$ cat src/rtl/chunked_adder.sv
`timescale 1ns/1ps
// Multi-cycle adder/subtractor: processes CHUNK bits per cycle, LSB chunk first,
// carrying between chunks in a register. start/ready/done handshake.
module chunked_adder #(
  parameter int WIDTH = 32,
  parameter int CHUNK = 8
) (
  input  logic             clock,
  input  logic             reset_n,
  input  logic             start,
  input  logic             sub,
  input  logic [WIDTH-1:0] A,
  input  logic [WIDTH-1:0] B,
  input  logic             carry_in,
  output logic             ready,
  output logic             done,
  output logic [WIDTH-1:0] sum,
  output logic             carry_out,
  output logic             overflow
);

  localparam int NCHUNK = WIDTH / CHUNK;
  localparam int CNT_W  = (NCHUNK > 1) ? $clog2(NCHUNK) : 1;
  localparam logic [CNT_W-1:0] LAST_CNT = CNT_W'(NCHUNK - 1);

  typedef enum logic [1:0] {
    IDLE = 2'd0,
    BUSY = 2'd1,
    DONE = 2'd2
  } state_t;

  state_t           state_q, state_d;
  logic             accept;
  logic             last_chunk;
  logic [WIDTH-1:0] a_q;
  logic [WIDTH-1:0] b_q;
  logic             carry_q;
  logic [CNT_W-1:0] cnt_q;
  logic [CHUNK:0]   chunk_res;

  function automatic logic [CHUNK:0] add_chunk(input logic [CHUNK-1:0] a,
                                               input logic [CHUNK-1:0] b,
                                               input logic             cin);
    return {1'b0, a} + {1'b0, b} + {{CHUNK{1'b0}}, cin};
  endfunction

  // Two's-complement overflow: like-signed operands giving a result of the other sign.
  function automatic logic signed_overflow(input logic a_msb,
                                           input logic b_msb,
                                           input logic s_msb);
    return (a_msb == b_msb) && (s_msb != a_msb);
  endfunction

  assign accept     = (state_q == IDLE) && start;
  assign last_chunk = (state_q == BUSY) && (cnt_q == LAST_CNT);
  assign ready      = (state_q == IDLE);
  assign done       = (state_q == DONE);

  // Operands shift right each BUSY cycle, so the active chunk is always bits [CHUNK-1:0].
  assign chunk_res = add_chunk(a_q[CHUNK-1:0], b_q[CHUNK-1:0], carry_q);

  always_ff @(posedge clock or negedge reset_n) begin
    if (!reset_n) begin
      state_q <= IDLE;
    end else begin
      state_q <= state_d;
    end
  end

  always_comb begin
    state_d = state_q;
    case (state_q)
      IDLE:    if (start) state_d = BUSY;
      BUSY:    if (last_chunk) state_d = DONE;
      DONE:    state_d = IDLE;
      default: state_d = IDLE;
    endcase
  end

  always_ff @(posedge clock or negedge reset_n) begin
    if (!reset_n) begin
      a_q       <= '0;
      b_q       <= '0;
      carry_q   <= 1'b0;
      cnt_q     <= '0;
      sum       <= '0;
      carry_out <= 1'b0;
      overflow  <= 1'b0;
    end else if (accept) begin
      a_q     <= A;
      b_q     <= B ^ {WIDTH{sub}};
      carry_q <= sub | carry_in;
      cnt_q   <= '0;
    end else if (state_q == BUSY) begin
      a_q                             <= a_q >> CHUNK;
      b_q                             <= b_q >> CHUNK;
      carry_q                         <= chunk_res[CHUNK];
      sum[int'(cnt_q)*CHUNK +: CHUNK] <= chunk_res[CHUNK-1:0];
      cnt_q                           <= cnt_q + 1'b1;
      if (last_chunk) begin
        carry_out <= chunk_res[CHUNK];
        overflow  <= signed_overflow(a_q[CHUNK-1], b_q[CHUNK-1], chunk_res[CHUNK-1]);
      end
    end
  end

endmodule

$ cat config.mk
export PLATFORM = sky130hd
export DESIGN_NAME = chunked_adder
export DESIGN_NICKNAME = d
export VERILOG_FILES = /design/src/rtl/chunked_adder.sv
export SDC_FILE = /design/constraint.sdc
export NUM_CORES = 1
export LEC_CHECK = 0
export CAP_MARGIN = 40
export CORE_MARGIN = 3
export CORE_UTILIZATION = 50
export CTS_BUF_LIST = sky130_fd_sc_hd__clkbuf_4 sky130_fd_sc_hd__clkbuf_8
export CTS_CLUSTER_DIAMETER = 30
export DETAILED_ROUTE_END_ITERATION = 6
export PLACE_DENSITY = 0.76
export SLEW_MARGIN = 20
export SYNTH_ARGS = -nofsm -noshare
export SYNTH_HDL_FRONTEND = slang
export SYNTH_SLANG_ARGS = --single-unit
$ cat constraint.sdc
create_clock -name clock -period 3.4 [get_ports clock]
set_input_delay 0.51 -clock clock [delete_from_list [all_inputs] [get_ports clock]]
set_output_delay 0.51 -clock clock [all_outputs]
set_load 0.1 [all_outputs]
* Word level (Yosys, flattened, before mapping)
Cells that the tools add are included.
Widths: inputs -> output; s select.
** Storage, ports and cells
- Logic and storage cells :: 44
- Bits in registers :: 103
- Output and inout port bits :: 36
- Bits of input ports :: 69
** Operators by class
- Equal/unequal tests :: 7
- Muxes and demuxes :: 12
- Bitwise logic cells :: 3
- Add/sub/neg operators :: 4
- Reductions and logical operators :: 8
- Shifts and indexed selects :: 2
** Operators with widths (count)
- $mux 32 :: 4
- $neg 5->33 :: 1
- $shift 8x33->32 const A :: 1
- $shiftx 8x33->32 :: 1
- $bwmux 32 :: 1
- $xor 32x32->32 :: 1
- $add 8x8->9 :: 1
- $add 9x1->9 :: 1
- $mux 2 :: 4
- $eq 2x2->1 const B :: 2
- $ne 2x2->1 const B :: 2
- $pmux 2 s2 :: 1
- $reduce_and 2->1 :: 2
- $logic_and 1x1->1 :: 3
- $reduce_and 3->1 :: 1
- $add 2x1->2 const B :: 1
- $eq 2x1->1 const B :: 1
- $logic_not 2->1 :: 1
- $mux 1 :: 2
- $reduce_bool 2->1 :: 1
- $eq 1x1->1 :: 1
- $ne 1x1->1 :: 1
- $not 1->1 :: 1
- $or 1x1->1 :: 1

* Depth between registers and ports, before layout
- Word-level depth :: 4
- Mapped depth :: 7
- Depth with buffers taken out :: 6

* Worst setup path before layout
Ideal clock, no wire load.
- Path type :: flip-flop to flip-flop
- From :: register state_q[0]
- To :: register b_q[15]
- Library setup time :: 0.138 ns
- Path slack :: 0.729 ns
- Stages on the path, launching flop included :: 6
- Buffers on the path :: 1
- Arrival :: 2.533 ns
- Data required time :: 3.262 ns
- Period minus slack after synthesis :: 2.671 ns
- Path through :: dfrtp_1 nor2_1 nand2_1 clkbuf_1 nor2_1 a31oi_1
** On the way
- Cells in the longest elaborated chain, start to end :: 3
- Elaborated cells on any way between the ends :: 5
- Those cells by class :: eq/ne (1); mux (1); reduce/logical (3)
** Ends and longest elaborated chain
- start, declared :: RTL line 32 : state_t state_q, state_d;
- start signal, assigned :: RTL line 66 : state_q <= state_d;
- $logic_not 2->1 *
- via ready :: RTL line 15 : output logic ready,
- $logic_and 1x1->1 * :: RTL line 54 : assign accept = (state_q == IDLE) && start;
- $mux 32 / $reduce_bool 2->1 (equally long branches)
- end signal, assigned :: RTL line 91 : b_q <= B ^ {WIDTH{sub}};
- end signal, assigned :: RTL line 96 : b_q <= b_q >> CHUNK;
- end, declared :: RTL line 36 : logic [WIDTH-1:0] b_q;
Mark *: on every way through the listed nets, which the timed path passes. The rest lies on a longest branch.
A chain may end at the register's enable or synchronous reset.

* Final worst setup path
- From :: register a_q[0]
- To :: register sum[30]
** On the way
- Cells in the longest elaborated chain, start to end :: 4
** Ends and longest elaborated chain
- start, declared :: RTL line 35 : logic [WIDTH-1:0] a_q;
- start signal, assigned :: RTL line 95 : a_q <= a_q >> CHUNK;
- $add 8x8->9 :: RTL line 44 : return {1'b0, a} + {1'b0, b} + {{CHUNK{1'b0}}, cin};
- $add 9x1->9 :: RTL line 44
- $shiftx 8x33->32 :: RTL line 98 : sum[int'(cnt_q)*CHUNK +: CHUNK] <= chunk_res[CHUNK-1:0];
- $bwmux 32 :: RTL line 98
- end signal, assigned by index :: RTL line 98
- end, declared :: RTL line 17 : output logic [WIDTH-1:0] sum,
No other way between the ends.

==> impl_summary.txt <==
----------------------------------------------------
[Clocking]
  Clk Tree Root Cell ... clkbuf_8
  Clock slew at the register clock pins of the worst setup and hold paths ... 90 ps
  Post-CTS setup-driven buffer insertion count ... 0
  Hold buffer count at cts ... 0
  Clock tree from TritonCTS ... done
  Total clock buffers created by CTS ... 9
  CTS-repair resized insts ... 0
  CTS sink cnt ... 103
  Number of buffers between clock root and the deepest sink ... 2
  Deepest level of the CTS H-tree ... 3
  Clock Latency Late Sink ... 370 ps

[STA]
  Worst max-slew margin expressed relative to the limit ... 0.566
  Tightest Pin Transition ... 650 ps
  Worst Setup Slack, final ... 1090 ps
  FMAX ... 434 MHz
  Setup TNS after final layout ... 0 ps
  Setup violators final ... 0
  Final hold violation count ... 0
  Fin crit share ... 0.678
  Max-slew violation count ... 0
  Worst clock skew ... 11.5 ps
  Setup repair after global routing missed its margin ... false
  Final min period ... 2310 ps

[Pwr]
  Net switching power figure ... 3120 uW
  Power share of the clock group ... 0.117
  Power density cells ... 988 mW/mm2
  Switching part of the total ... 0.472
  Final total power ... 6620 uW
  Part of the total power dissipated in combinational logic ... 0.574
  Maximum resistive drop on vdd ... 0.000686 V
  Leakage Power ... 0.00299 uW
  Cell internal power dissipation ... 3500 uW
  Portion of total power attributed to sequential cells ... 0.309

[Die]
  Height of the chip ... 104 um
  Effective utilization at floorplan ... 0.516
  Site row count ... 35
  Floorplan core area ... 0.00928 mm2
  Number of top-level pins ... 105
  Total die area ... 0.0108 mm2
  Die span in x ... 104 um

[Setup path]
  Worst-path maximum fanout ... 4
  Critical R2R Launch ... a_q[0]
  Critical path launch point type ... flip-flop
  Critical register-to-register path endpoint ... sum[30]
  Data arrival time of the worst path ... 2560 ps
  Worst setup path class ... flip-flop to flip-flop
  Sort of element at the end of the critical path ... flip-flop
  Critical path required time ... 3650 ps
  Register-to-Register Path Depth ... 6
  Internal reg-to-reg setup slack ... 1090 ps

[Layout]
  Area overhead of the layout relative to synthesis ... 40.0%
  Fraction of final layout cells sized beyond drive strength 1 ... 0.136
  Most used cells in the layout excluding fill and tap cells ... 103 x dfrtp_1, 100 x clkdlybuf4s50_1, 85 x nand2_1
  Net total in the final layout ... 661
  Number of antenna cells inserted ... 0
  Count of filler cells inserted in the layout ... 682
  Most common library cell in the layout ignoring fill and taps ... dfrtp_1
  Non-Filler Instances ... 711

[Place]
  Routability congestion estimate ... 0.821
  Count of input and output buffers ... 104
  Setup Slack @ Placement ... 1120 ps
  Placed cell count ... 692
  Sum of net half-perimeters after detailed placement ... 8.72 mm

[Logic synthesis]
  Post-synth EDFFs ... 0
  Warnings from Yosys ... 0
  Most frequently used flop master after synthesis ... dfrtp_1
  Sequential share of the synthesized area ... 0.538
  Number of nets in the synthesized netlist ... 529
  Syn Area/Cell ... 10.8 um2
  Post-Synthesis Cells ... 445
  Number of unique standard cell types used by synthesis ... 43
  Async set-reset flop share out of synthesis ... 1.00
  Number of synthesized register bits ... 103
  Mapped cell area ... 0.00479 mm2

[Routing]
  WL/cell ... 16.3 um
  Total Routed Length ... 11.6 mm
  Vias ... 3,887
  ANT nets after route ... 0
  DR pass1 iterations ... 5
  Initial DRC count ... 173
  Remaining routing DRC violations ... 0
  DR vias/cell ... 5.47

[Run]
  Maximum Capacitance Violations ... 0

[Global routing]
  Number of global-route vias before repair ... 3,915
  Number of antenna violations at the first check in global routing ... 0
  Largest net degree at the start of global routing ... 62
  First-pass GRT wire length ... 19.5 mm
  Grt total ovfl ... 0
  Combined global-route utilization of all metal layers ... 0.221

[Status]
  Result of the run ... completed

[Hold path]
  Hold WC Path Type ... primary input to async pin

----------------------------------------------------
[cell families (layout without fill, tap and decap cells)]
kind of cell | count (synthesis) | after routing | share of synthesized area
and+or+nand+nor | 142 | 142 | 0.126
DFF | 103 | 103 | 0.538
AOI/OAI and AO/OA | 117 | 117 | 0.194
adders and majority gates | 15 | 15 | 0.0423
xor gates and xnor gates | 36 | 36 | 0.0658
buffers and inverters | 31 | 168 | 0.0311
muxes | 1 | 1 | 0.00209
[worst max path at each step]
| stage | to | slack, ps | from | depth (start not counted) |
|---|---|---|---|---|
| 2_1_floorplan | b_q[15] | 730 | state_q[0] | 5 |
| 3_3_place_gp | sum[30] | 1180 | a_q[0] | 6 |
| 3_5_place_dp | sum[30] | 1120 | a_q[0] | 6 |
| 4_1_cts | sum[30] | 1090 | a_q[0] | 6 |
| 5_1_grt | sum[14] | 990 | a_q[0] | 6 |
| 6_report | sum[30] | 1090 | a_q[0] | 6 |
[routing by layer]
layer / up-vias / track usage / routed length (um)
met5: - / 0 / 0
met4: 0 / 0.0798 / 291
met3: 23 / 0.0397 / 680
met2: 152 / 0.374 / 5680
met1: 1861 / 0.288 / 4930
li1: 1851 / - / -
[synth_stat cells (2+ instances only)]
cell,number,share of area
a21oi_1,4,0.0042
xor2_1,4,0.0073
a21o_1,2,0.0031
o31ai_1,4,0.0063
a221o_1,21,0.044
fa_1,2,0.0084
ha_1,13,0.034
nand2_2,3,0.0039
dfrtp_1,103,0.54
nand3_1,11,0.011
a22o_1,20,0.037
nor2_1,26,0.020
nor2b_1,2,0.0026
a32o_1,8,0.017
clkbuf_1,12,0.0094
buf_2,11,0.011
a22oi_1,24,0.038
and3_1,2,0.0026
xnor2_1,32,0.059
inv_1,4,0.0031
buf_6,2,0.0047
nand2_1,85,0.067
nor2_2,4,0.0052
or3_1,3,0.0039
o21ai_0,23,0.024
a31oi_1,3,0.0039
[power by group through the flow]
stage / logic, uW / registers, uW / clock network (uW)
detailed placement: 3790 / 2070 / 0
finish: 3800 / 2050 / 773
floorplan: 1750 / 2820 / 0
global route: 4080 / 2110 / 834
global placement: 3260 / 2050 / 0
CTS: 3800 / 2050 / 787
[state kept, by name, summed over array words and instances, names as in the netlist]
signal,count
carry_q,1
a_q,32
state_q,2
overflow,1
b_q,32
cnt_q,2
sum,32
carry_out,1
[cell type report]
cell class | count | area [um2] | area share
Multi-Input combinational cell | 311 | 2080 | 0.310
Clock inverter | 5 | 57.6 | 0.00858
Inverter | 4 | 15.0 | 0.00224
Tap cell | 129 | 161 | 0.0241
Timing Repair Buffer | 148 | 1670 | 0.249
Clock buffer | 11 | 145 | 0.0216
Sequential cell | 103 | 2580 | 0.384
[through the flow]
step,cell area (um2),util,hold slack [ps]
after CTS,6650,0.717,227
after detailed placement,6450,0.695,464
after floorplan,4790,-,214
final,6710,0.722,53.7
after global routing,6710,0.722,61.9
after global placement,5930,0.639,458
[worst max-delay path, cell delays in order (launching register included)]
cell	delay, ps
dfrtp_1	410
fa_1	460
fa_1	430
a21o_1	220
a221oi_2	290
xnor2_1	170
a22o_1	220
(Power assumes the default switching activity.)
